$ cat config.mk
export PLATFORM = sky130hd
export DESIGN_NAME = decode_exec_buffer_way0_flat
export DESIGN_NICKNAME = d
export VERILOG_FILES = /design/src/rtl/decode_exec_buffer_way0_if.sv /design/src/rtl/decode_exec_buffer_way0.sv /design/src/flat_wrapper.sv
export SDC_FILE = /design/constraint.sdc
export NUM_CORES = 1
export LEC_CHECK = 0
export ABC_AREA = 0
export BUFFER_PORTS_ARGS = -buffer_cell sky130_fd_sc_hd__clkbuf_2
export CORE_MARGIN = 4
export CORE_UTILIZATION = 49
export CTS_CLUSTER_SIZE = 40
export DETAILED_ROUTE_END_ITERATION = 8
export PLACE_DENSITY = 0.76
export SLEW_MARGIN = 15
export SYNTH_ARGS = -nofsm -noshare
export SYNTH_HDL_FRONTEND = slang
export SYNTH_SLANG_ARGS = --single-unit
$ cat constraint.sdc
create_clock -name clk -period 1.6 [get_ports clk]
set_input_delay 0.32 -clock clk [delete_from_list [all_inputs] [get_ports clk]]
set_output_delay 0.32 -clock clk [all_outputs]
set_load 0.03 [all_outputs]
$ cat src/rtl/decode_exec_buffer_way0_if.sv
// rtl/decode_exec_buffer_way0_if.sv - decoder-to-execute handshake and payload bundle
interface decode_exec_buffer_way0_if #(
  parameter int XLEN = 32
);
  // decoder side
  logic            valid_i;
  logic            ready_o;
  logic [4:0]      rdAddr_i;
  logic            rdWriteEnable_i;
  logic [XLEN-1:0] rs1ReadData_i;
  logic [XLEN-1:0] rs2ReadData_i;
  logic [XLEN-1:0] imm_i;
  logic [6:0]      opCode_i;
  logic [2:0]      funct3_i;
  logic [6:0]      funct7_i;
  logic [4:0]      shamt_i;
  logic [1:0]      pID_i;
  // execute side
  logic            valid_o;
  logic            ready_i;
  logic [4:0]      rdAddr_o;
  logic            rdWriteEnable_o;
  logic [XLEN-1:0] rs1ReadData_o;
  logic [XLEN-1:0] rs2ReadData_o;
  logic [XLEN-1:0] imm_o;
  logic [6:0]      opCode_o;
  logic [2:0]      funct3_o;
  logic [6:0]      funct7_o;
  logic [4:0]      shamt_o;
  logic [1:0]      pID_o;
  logic [1:0]      count_o;

  // the buffer itself
  modport slave (
    input  valid_i, rdAddr_i, rdWriteEnable_i, rs1ReadData_i, rs2ReadData_i,
           imm_i, opCode_i, funct3_i, funct7_i, shamt_i, pID_i, ready_i,
    output ready_o, valid_o, rdAddr_o, rdWriteEnable_o, rs1ReadData_o,
           rs2ReadData_o, imm_o, opCode_o, funct3_o, funct7_o, shamt_o,
           pID_o, count_o
  );

  // whoever drives decode and consumes execute
  modport master (
    output valid_i, rdAddr_i, rdWriteEnable_i, rs1ReadData_i, rs2ReadData_i,
           imm_i, opCode_i, funct3_i, funct7_i, shamt_i, pID_i, ready_i,
    input  ready_o, valid_o, rdAddr_o, rdWriteEnable_o, rs1ReadData_o,
           rs2ReadData_o, imm_o, opCode_o, funct3_o, funct7_o, shamt_o,
           pID_o, count_o
  );
endinterface

$ cat src/rtl/decode_exec_buffer_way0.sv
// rtl/decode_exec_buffer_way0.sv - two-entry in-order decode/execute skid buffer
module decode_exec_buffer_way0 #(
  parameter int XLEN = 32
) (
  input  logic                      clk,
  input  logic                      reset,
  input  logic                      flush_i,
  decode_exec_buffer_way0_if.slave  bus
);

  typedef struct packed {
    logic [4:0]      rd_addr;
    logic            rd_we;
    logic [XLEN-1:0] rs1;
    logic [XLEN-1:0] rs2;
    logic [XLEN-1:0] imm;
    logic [6:0]      opcode;
    logic [2:0]      funct3;
    logic [6:0]      funct7;
    logic [4:0]      shamt;
    logic [1:0]      pid;
  } entry_t;

  typedef enum logic [1:0] {
    EMPTY = 2'd0,
    ONE   = 2'd1,
    FULL  = 2'd2
  } state_t;

  state_t state_q;
  entry_t head_q;
  entry_t tail_q;
  entry_t in_entry;
  logic   push;
  logic   pop;

  assign in_entry = {bus.rdAddr_i, bus.rdWriteEnable_i, bus.rs1ReadData_i,
                     bus.rs2ReadData_i, bus.imm_i, bus.opCode_i, bus.funct3_i,
                     bus.funct7_i, bus.shamt_i, bus.pID_i};

  // ready depends only on state (and reset) so execute back-pressure never
  // forms a combinational path back to the decoder
  assign bus.ready_o = !reset && (state_q != FULL);
  assign bus.valid_o = (state_q != EMPTY);

  assign push = bus.valid_i && bus.ready_o;
  assign pop  = bus.valid_o && bus.ready_i;

  // head slot always feeds execute directly
  assign bus.rdAddr_o        = head_q.rd_addr;
  assign bus.rdWriteEnable_o = head_q.rd_we;
  assign bus.rs1ReadData_o   = head_q.rs1;
  assign bus.rs2ReadData_o   = head_q.rs2;
  assign bus.imm_o           = head_q.imm;
  assign bus.opCode_o        = head_q.opcode;
  assign bus.funct3_o        = head_q.funct3;
  assign bus.funct7_o        = head_q.funct7;
  assign bus.shamt_o         = head_q.shamt;
  assign bus.pID_o           = head_q.pid;

  // occupancy is a direct decode of the state register
  always_comb begin
    bus.count_o = 2'd0;
    case (state_q)
      ONE:     bus.count_o = 2'd1;
      FULL:    bus.count_o = 2'd2;
      default: bus.count_o = 2'd0;
    endcase
  end

  // buffer FSM with slot updates; flush only drops validity, slots keep data
  always_ff @(posedge clk) begin
    if (reset) begin
      state_q <= EMPTY;
      head_q  <= '0;
      tail_q  <= '0;
    end else if (flush_i) begin
      state_q <= EMPTY;
    end else begin
      case (state_q)
        EMPTY: begin
          if (push) begin
            head_q  <= in_entry;
            state_q <= ONE;
          end
        end
        ONE: begin
          if (push && pop) begin
            head_q  <= in_entry;
          end else if (push) begin
            tail_q  <= in_entry;
            state_q <= FULL;
          end else if (pop) begin
            state_q <= EMPTY;
          end
        end
        FULL: begin
          if (pop) begin
            head_q  <= tail_q;
            state_q <= ONE;
          end
        end
        default: state_q <= EMPTY;
      endcase
    end
  end

endmodule

$ cat src/flat_wrapper.sv
// flat-port wrapper written by rule: the top's interface ports become plain ports
module decode_exec_buffer_way0_flat 
#(
  parameter int XLEN = 32
)
  (clk, reset, flush_i, bus_valid_i, bus_rdAddr_i, bus_rdWriteEnable_i, bus_rs1ReadData_i, bus_rs2ReadData_i, bus_imm_i, bus_opCode_i, bus_funct3_i, bus_funct7_i, bus_shamt_i, bus_pID_i, bus_ready_i, bus_ready_o, bus_valid_o, bus_rdAddr_o, bus_rdWriteEnable_o, bus_rs1ReadData_o, bus_rs2ReadData_o, bus_imm_o, bus_opCode_o, bus_funct3_o, bus_funct7_o, bus_shamt_o, bus_pID_o, bus_count_o);
  decode_exec_buffer_way0_if #(.XLEN(XLEN)) bus_i ();
  input  logic clk;
  input  logic reset;
  input  logic flush_i;
  input wire logic [$bits(bus_i.valid_i)-1:0] bus_valid_i;
  input wire logic [$bits(bus_i.rdAddr_i)-1:0] bus_rdAddr_i;
  input wire logic [$bits(bus_i.rdWriteEnable_i)-1:0] bus_rdWriteEnable_i;
  input wire logic [$bits(bus_i.rs1ReadData_i)-1:0] bus_rs1ReadData_i;
  input wire logic [$bits(bus_i.rs2ReadData_i)-1:0] bus_rs2ReadData_i;
  input wire logic [$bits(bus_i.imm_i)-1:0] bus_imm_i;
  input wire logic [$bits(bus_i.opCode_i)-1:0] bus_opCode_i;
  input wire logic [$bits(bus_i.funct3_i)-1:0] bus_funct3_i;
  input wire logic [$bits(bus_i.funct7_i)-1:0] bus_funct7_i;
  input wire logic [$bits(bus_i.shamt_i)-1:0] bus_shamt_i;
  input wire logic [$bits(bus_i.pID_i)-1:0] bus_pID_i;
  input wire logic [$bits(bus_i.ready_i)-1:0] bus_ready_i;
  output wire logic [$bits(bus_i.ready_o)-1:0] bus_ready_o;
  output wire logic [$bits(bus_i.valid_o)-1:0] bus_valid_o;
  output wire logic [$bits(bus_i.rdAddr_o)-1:0] bus_rdAddr_o;
  output wire logic [$bits(bus_i.rdWriteEnable_o)-1:0] bus_rdWriteEnable_o;
  output wire logic [$bits(bus_i.rs1ReadData_o)-1:0] bus_rs1ReadData_o;
  output wire logic [$bits(bus_i.rs2ReadData_o)-1:0] bus_rs2ReadData_o;
  output wire logic [$bits(bus_i.imm_o)-1:0] bus_imm_o;
  output wire logic [$bits(bus_i.opCode_o)-1:0] bus_opCode_o;
  output wire logic [$bits(bus_i.funct3_o)-1:0] bus_funct3_o;
  output wire logic [$bits(bus_i.funct7_o)-1:0] bus_funct7_o;
  output wire logic [$bits(bus_i.shamt_o)-1:0] bus_shamt_o;
  output wire logic [$bits(bus_i.pID_o)-1:0] bus_pID_o;
  output wire logic [$bits(bus_i.count_o)-1:0] bus_count_o;
  assign bus_i.valid_i = bus_valid_i;
  assign bus_i.rdAddr_i = bus_rdAddr_i;
  assign bus_i.rdWriteEnable_i = bus_rdWriteEnable_i;
  assign bus_i.rs1ReadData_i = bus_rs1ReadData_i;
  assign bus_i.rs2ReadData_i = bus_rs2ReadData_i;
  assign bus_i.imm_i = bus_imm_i;
  assign bus_i.opCode_i = bus_opCode_i;
  assign bus_i.funct3_i = bus_funct3_i;
  assign bus_i.funct7_i = bus_funct7_i;
  assign bus_i.shamt_i = bus_shamt_i;
  assign bus_i.pID_i = bus_pID_i;
  assign bus_i.ready_i = bus_ready_i;
  assign bus_ready_o = bus_i.ready_o;
  assign bus_valid_o = bus_i.valid_o;
  assign bus_rdAddr_o = bus_i.rdAddr_o;
  assign bus_rdWriteEnable_o = bus_i.rdWriteEnable_o;
  assign bus_rs1ReadData_o = bus_i.rs1ReadData_o;
  assign bus_rs2ReadData_o = bus_i.rs2ReadData_o;
  assign bus_imm_o = bus_i.imm_o;
  assign bus_opCode_o = bus_i.opCode_o;
  assign bus_funct3_o = bus_i.funct3_o;
  assign bus_funct7_o = bus_i.funct7_o;
  assign bus_shamt_o = bus_i.shamt_o;
  assign bus_pID_o = bus_i.pID_o;
  assign bus_count_o = bus_i.count_o;
  decode_exec_buffer_way0 #(.XLEN(XLEN)) u_core (.clk(clk), .reset(reset), .flush_i(flush_i), .bus(bus_i));
endmodule
======== After elaboration in Yosys (flattened, before gate mapping) ========
Cells that the tools add are included.
storage, ports and cells
  register bits after elaboration ......... 254
  latch bits .............................. 0
  bits in writable memories ............... 0
  bits in read-only memories .............. 0
  input port bits ......................... 131
  output and inout bits ................... 130
  logic and storage cells ................. 54
  memories kept ........................... 0
cells by class
  add/sub/neg operators ................... 0
  multiply operators ...................... 0
  div/mod/pow operators ................... 0
  magnitude comparators ................... 0
  equality and inequality tests ........... 8
  shift-type cells ........................ 0
  muxes and demuxes ....................... 11
  bitwise gates (word level) .............. 2
  reductions and logical operators ........ 12
operators with widths
  kind                                                   number
  two-way mux 126 bit                                    3
  case mux 126 bit (3 select lines)                      1
  two-way mux 2 bit                                      5
  AND reduction 4 bit                                    2
  inequality test 2 x 1 -> 1 bit, second input constant  3
  case mux 2 bit (3 select lines)                        1
  AND reduction 5 bit                                    1
  logical AND 1 bit                                      4
  inequality test 2 bit, second input constant           2
  case mux 2 bit (2 select lines)                        1
  inequality test 3 x 1 -> 1 bit, second input constant  1
  nonzero test 3 bit                                     1
  equality test 2 x 1 -> 1 bit, second input constant    1
  equality test 2 bit, second input constant             1
  zero test 2 bit                                        1
  inverter 1 bit                                         2
  nonzero test 2 bit                                     1
  OR reduction 2 bit                                     1
  zero test 1 bit                                        1

======== Logic depth before layout (Yosys ltp) ========
  word-level depth ........................ 6
  depth in mapped cells ................... 8
  gate-level depth less buffers ........... 3

======== Worst setup path before layout ========
Ideal clock, no wire load.
  kind .................................... register -> output
  start ................................... register u_core.state_q[0]
  end ..................................... output port bus_ready_o
  data arrival time ....................... 1675 ps
  data required time ...................... 1280 ps
  slack ................................... -395 ps
  cell stages (with the launch flop) ...... 6
  path buffers ............................ 2
  cell sequence ........................... dfxtp_1 nand2b_1 buf_2 buf_2 inv_1 nor2_1
on the way
  longest elaborated chain between the ends .. 2
ends and longest elaborated chain
  element                 RTL line                       source
  from (decl)             decode_exec_buffer_way0.sv:30  state_t state_q;
  from (signal assigned)  decode_exec_buffer_way0.sv:74  state_q <= EMPTY;
  from (signal assigned)  decode_exec_buffer_way0.sv:78  state_q <= EMPTY;
  from (signal assigned)  decode_exec_buffer_way0.sv:84  state_q <= ONE;
  inequality test 2 bit   decode_exec_buffer_way0.sv:43  assign bus.ready_o = !reset && (state_q != FULL);
  logical AND 1 bit       decode_exec_buffer_way0.sv:43
  to (decl)               flat_wrapper.sv:23             output wire logic [$bits(bus_i.ready_o)-1:0] bus_ready_o;
Every way passes these cells.

======== Worst setup path after layout ========
  start ................................... register u_core.state_q[0]
  end ..................................... register u_core.head_q, in the netlist u_core.bus.rdAddr_o[3]
on the way
  longest elaborated chain between the ends .. 6
  elaborated cells on any way between the ends .. 15
  classes of those cells .................. eq/ne (6); mux (1); reduce/logical (8)
ends and longest elaborated chain
  element                                   RTL line                       source
  inequality test 2 bit                     decode_exec_buffer_way0.sv:43
  logical AND 1 bit                         decode_exec_buffer_way0.sv:43
  logical AND 1 bit                         decode_exec_buffer_way0.sv:46  assign push = bus.valid_i && bus.ready_o;
  logical AND 1 bit                         decode_exec_buffer_way0.sv:88  if (push && pop) begin
  inequality test 2 x 1 -> 1 bit (no line)  -
  AND reduction 5 bit (no line)             -
  to (signal assigned)                      decode_exec_buffer_way0.sv:83  head_q <= in_entry;
  to (signal assigned)                      decode_exec_buffer_way0.sv:89  head_q <= in_entry;
  to (signal assigned)                      decode_exec_buffer_way0.sv:99  head_q <= tail_q;
  to (decl)                                 decode_exec_buffer_way0.sv:31  entry_t head_q;
Several ways; a longest one is shown, not always the timed one.
A chain may end at the register's enable or synchronous reset.

==> impl_summary.md <==
Finish
The ratio of cells with drive above 1 in the final layout is 0.360. The count of placed standard cells in the final layout, fillers left out is 1723. The end-of-flow core utilization is 0.669.

At the end of the flow, the number of nets in the layout was 1548. Relative to the synthesized area, the layout overhead comes to 33.8%. The final design instance area without fill is 15200 µm². After filler insertion, the fill cell instance count of the layout stands at 1731.

Setup path
Of all nets on the critical path, the largest fanout is 11. The largest single stage delay on the critical path is 450 ps. The element type at the critical path start is a register.

The cell family with the largest share of critical-path delay is buffers and inverters. The setup slack of the worst register-to-register path is -110 ps. Data on the critical path is required at its endpoint by 2020 ps. STA classifies the critical path endpoint as a register.

The data arrival time of the critical path is 2140 ps. The worst setup path category is register to register. The number of buffers and inverters on the critical path is 3. Traced cell by cell, the critical path runs through buf_4 -> and4bb_4 -> buf_12 -> buf_16 -> a311oi_1 -> a211oi_1. The slowest library cell on the worst path is sky130_fd_sc_hd__and4bb_4.

Synth
For this run, the register share of the synthesized area comes to 0.448. Synthesis produced a netlist with a net count of 1329. The share of synthesized area in the top cell type comes to 0.448. The number of warnings reported in the yosys synthesis log is 0. The number of cells produced by synthesis is 1198.

After synthesis, the cell types taking the most area are sky130_fd_sc_hd__dfxtp_1, sky130_fd_sc_hd__mux2i_1, sky130_fd_sc_hd__a311oi_1. Summing every instance area after synthesis gives 11300 µm². The synthesized area per cell is 9.47 µm². The count of distinct cell types in the synthesized netlist is 28. The synthesized design spends more area on one cell type than any other, namely sky130_fd_sc_hd__dfxtp_1. The synthesized design contains 254 register bits.

Clock tree
The count of clock tree sinks is 254. The number of hold buffers added after CTS is 0. The clock latency of the later-clocked register in the worst-skew pair is 520 ps. The worst-case clock buffer depth is 3. The CTS H-tree depth is 1.

The TritonCTS clock tree is built. The number of buffers inserted during clock tree synthesis is 27. The cell sitting at the root of the clock tree is a sky130_fd_sc_hd__clkbuf_16. After clock tree synthesis, the clock-pin slew on the worst setup and hold paths is 70 ps.

Route
The number of remaining DRC errors is 0. Summing over every cut layer, the via total after detailed routing is 11.3k. After the first detailed-routing iteration, the DRC count stood at 1101.

The aggregate routed wire length is 39700 µm. The first-pass iteration count of the detailed router is 6. The via count normalized by instance count is 6.57. The average routed wire per standard cell is 23.1 µm.

The residual antenna-violating net count after detailed routing is 0.

Outcome
The flow ran to the end, but the final reports show violations. The checks that failed: negative setup slack.

Power
The areal power density over the cells is 999 nW/µm². The analysis attributes to net switching a power of 4.09 mW. The portion of total power attributed to sequential cells is 0.438. Of the total power, the share spent switching nets is 0.270. The share of total power in the clock network is 0.423. The design draws 15.2 mW. The internal power of the cells is 11.1 mW. The static power due to leakage is 6.37 nW. The share of power burned in combinational logic is 0.140. The worst-case IR drop observed on VDD is 718 µV.

Timing
The slew at the pin with the worst max-slew slack is 942 ps. The least setup slack across all paths after layout is -113 ps. Measured against its own limit, the worst slew margin works out to 0.372. The final clock period utilization by the worst path is 1.07.

The fmax is 584 MHz. The final critical path time including I/O delays and setup is 1710 ps. The final-report max-slew violation count is 0. The count of endpoints failing setup in the final report is 105.

Setup repair after global routing could not meet its margin everywhere. The post-route clock skew is 9.71 ps. The count of final hold-check violations is 0.

Floorplan
The core area is 22700 µm². The number of rows created at floorplan is 55. The die covers 25700 µm². The y dimension of the die is 160 µm.

In this run the horizontal extent of the chip is 160 µm. For this design the top-level I/O count stands at 261. The initial core utilization is 0.500.

Hold path
In this run the worst hold path is classified as input pin to register.

Place
The worst setup slack before clock tree synthesis is -29.8 ps. The count of buffers from port buffering is 260. In this run the cell area measured after placement is 13200 µm². After legalization and detailed placement, the total HPWL measured 20900 µm.

The number of placed instances with taps included is 1628. The routability congestion estimate from global placement is 0.782.

Global routing
Entering global routing, the biggest net connects 81 pins. Global routing finished with a remaining overflow of 0. Across every metal layer, demand over resource in global routing totals 0.254. The global-route wire length before repair is 55300 µm. The number of antenna violations at the first check in global routing is 0. The via count of the first global-routing pass was 10.4k.

Flow run
Max-cap violations in this run came to 0.
what timing repair did:
| action | in CTS | in global routing |
|---|---|---|
| setup endpoints to repair | 5 | 51 |
| cloned | 0 | 24 |
| gates resized for setup | 12 | 80 |
| pin swaps | 2 | 62 |
| buffers inserted | 7 | 14 |
worst min-delay path, stage by stage:
cell	delay, ps
sky130_fd_sc_hd__clkbuf_2	90
sky130_fd_sc_hd__nand3_1	60
sky130_fd_sc_hd__a21oi_1	50
power groups by stage:
stage                     sequential (mW)  clock (mW)  combinational [mW]
after floorplan                      7.08           0               0.836
after global placement               6.76           0                1.86
after detailed placement             6.77           0                1.89
after CTS                            6.63        6.48                1.91
after global routing                 6.66        6.76                2.23
final                                6.64        6.41                2.12
worst paths after layout:
path                                       start                             endpoint  cells after the start
setup reg to reg  u_core.state_q[0]$_SDFFE_PP0P_  u_core.bus.rdAddr_o[3]$_SDFFE_PP0P_                      6
hold / removal                     bus_imm_i[16]       u_core.tail_q[40]$_SDFFE_PP0P_                      3
hold reg to reg   u_core.tail_q[35]$_SDFFE_PP0P_       u_core.tail_q[35]$_SDFFE_PP0P_                      2
setup / recovery  u_core.state_q[0]$_SDFFE_PP0P_  u_core.bus.rdAddr_o[3]$_SDFFE_PP0P_                      6
cell usage in the layout, fill, tap and decap left out, types with 2 or more instances in the layout:
cell type                      n
sky130_fd_sc_hd__a311oi_2     36
sky130_fd_sc_hd__dfxtp_1     252
sky130_fd_sc_hd__nor2_4        2
sky130_fd_sc_hd__o21ai_1       9
sky130_fd_sc_hd__bufinv_16     3
sky130_fd_sc_hd__clkinvlp_4    5
sky130_fd_sc_hd__mux2i_1     126
sky130_fd_sc_hd__clkbuf_16    43
sky130_fd_sc_hd__a311oi_1     89
sky130_fd_sc_hd__clkinv_2      9
sky130_fd_sc_hd__buf_4        28
sky130_fd_sc_hd__buf_8         7
sky130_fd_sc_hd__o21ai_0     117
sky130_fd_sc_hd__a211oi_2     60
sky130_fd_sc_hd__buf_12       30
sky130_fd_sc_hd__a211oi_1     66
sky130_fd_sc_hd__a31o_4        2
sky130_fd_sc_hd__nor2_1        2
sky130_fd_sc_hd__nand2b_4      2
sky130_fd_sc_hd__buf_6        15
sky130_fd_sc_hd__clkbuf_8      6
sky130_fd_sc_hd__nand3_1     126
sky130_fd_sc_hd__a21oi_1     128
sky130_fd_sc_hd__clkbuf_2    255
sky130_fd_sc_hd__buf_16        2
logic make-up (layout without fill, tap and decap cells):
kind of cell | count (synthesis) | count (layout) | synth area share
AOI/OAI and AO/OA | 508 | 509 | 0.312
DFF | 254 | 254 | 0.448
buffers and inverters | 167 | 405 | 0.0630
and+or+nand+nor | 142 | 142 | 0.0650
muxes | 127 | 127 | 0.112
other | 0 | 1 | 0
cells in the mapped netlist:
cell	count
sky130_fd_sc_hd__nor2b_1	2
sky130_fd_sc_hd__a31o_1	1
sky130_fd_sc_hd__nand2b_1	2
sky130_fd_sc_hd__a211oi_1	86
sky130_fd_sc_hd__nor3_2	1
sky130_fd_sc_hd__buf_6	5
sky130_fd_sc_hd__mux2i_1	127
sky130_fd_sc_hd__o21ai_1	9
sky130_fd_sc_hd__nand3_1	126
sky130_fd_sc_hd__a21oi_1	128
sky130_fd_sc_hd__clkbuf_1	118
sky130_fd_sc_hd__or2_2	1
sky130_fd_sc_hd__or3b_2	1
sky130_fd_sc_hd__nor2_2	1
sky130_fd_sc_hd__dfxtp_1	254
sky130_fd_sc_hd__and3b_1	1
sky130_fd_sc_hd__and4bb_1	1
sky130_fd_sc_hd__nor2_1	3
sky130_fd_sc_hd__or3_1	1
sky130_fd_sc_hd__a211oi_2	40
sky130_fd_sc_hd__o21a_1	1
sky130_fd_sc_hd__buf_2	40
sky130_fd_sc_hd__o21ai_0	117
sky130_fd_sc_hd__buf_1	3
sky130_fd_sc_hd__nand3b_1	1
sky130_fd_sc_hd__nand2_1	1
sky130_fd_sc_hd__inv_1	1
sky130_fd_sc_hd__a311oi_1	126
per-stage QoR:
| step | hold slack [ps] | setup TNS (ps) |
|---|---|---|
| after floorplan | 453 | 0 |
| after global placement | 459 | -1.13 |
| after detailed placement | 465 | -509 |
| after CTS | 22.1 | -408 |
| after global routing | 33.4 | -7060 |
| final | 36.0 | -2710 |
flip-flops by register name (all words and copies together), names as in the netlist:
name,flops
u_core.bus.rs1ReadData_o,32
u_core.bus.pID_o,2
u_core.bus.funct7_o,7
u_core.bus.imm_o,32
u_core.bus.rdAddr_o,5
u_core.bus.funct3_o,3
u_core.bus.rs2ReadData_o,32
u_core.bus.shamt_o,5
u_core.bus.rdWriteEnable_o,1
u_core.state_q,2
u_core.bus.opCode_o,7
u_core.tail_q,126
layer usage:
metal | vias to the layer above | share of wire | GRT usage
li1 | 5088 | - | -
met1 | 5509 | 0.40 | 0.331
met2 | 613 | 0.47 | 0.408
met3 | 109 | 0.087 | 0.0591
met4 | 0 | 0.042 | 0.103
met5 | - | 0 | 0
area by class of cell:
class                           count  area, µm²  share of cell area
Antenna cell                        1       2.50            0.000165
Clock inverter                     16        165              0.0109
Multi-Input combinational cell    778       5970               0.394
Tap cell                          285        357              0.0235
Clock buffer                       33        748              0.0493
Timing Repair Buffer              355       2840               0.187
Inverter                            1       7.51            0.000494
Sequential cell                   254       5090               0.335
(Power assumes the default switching activity.)
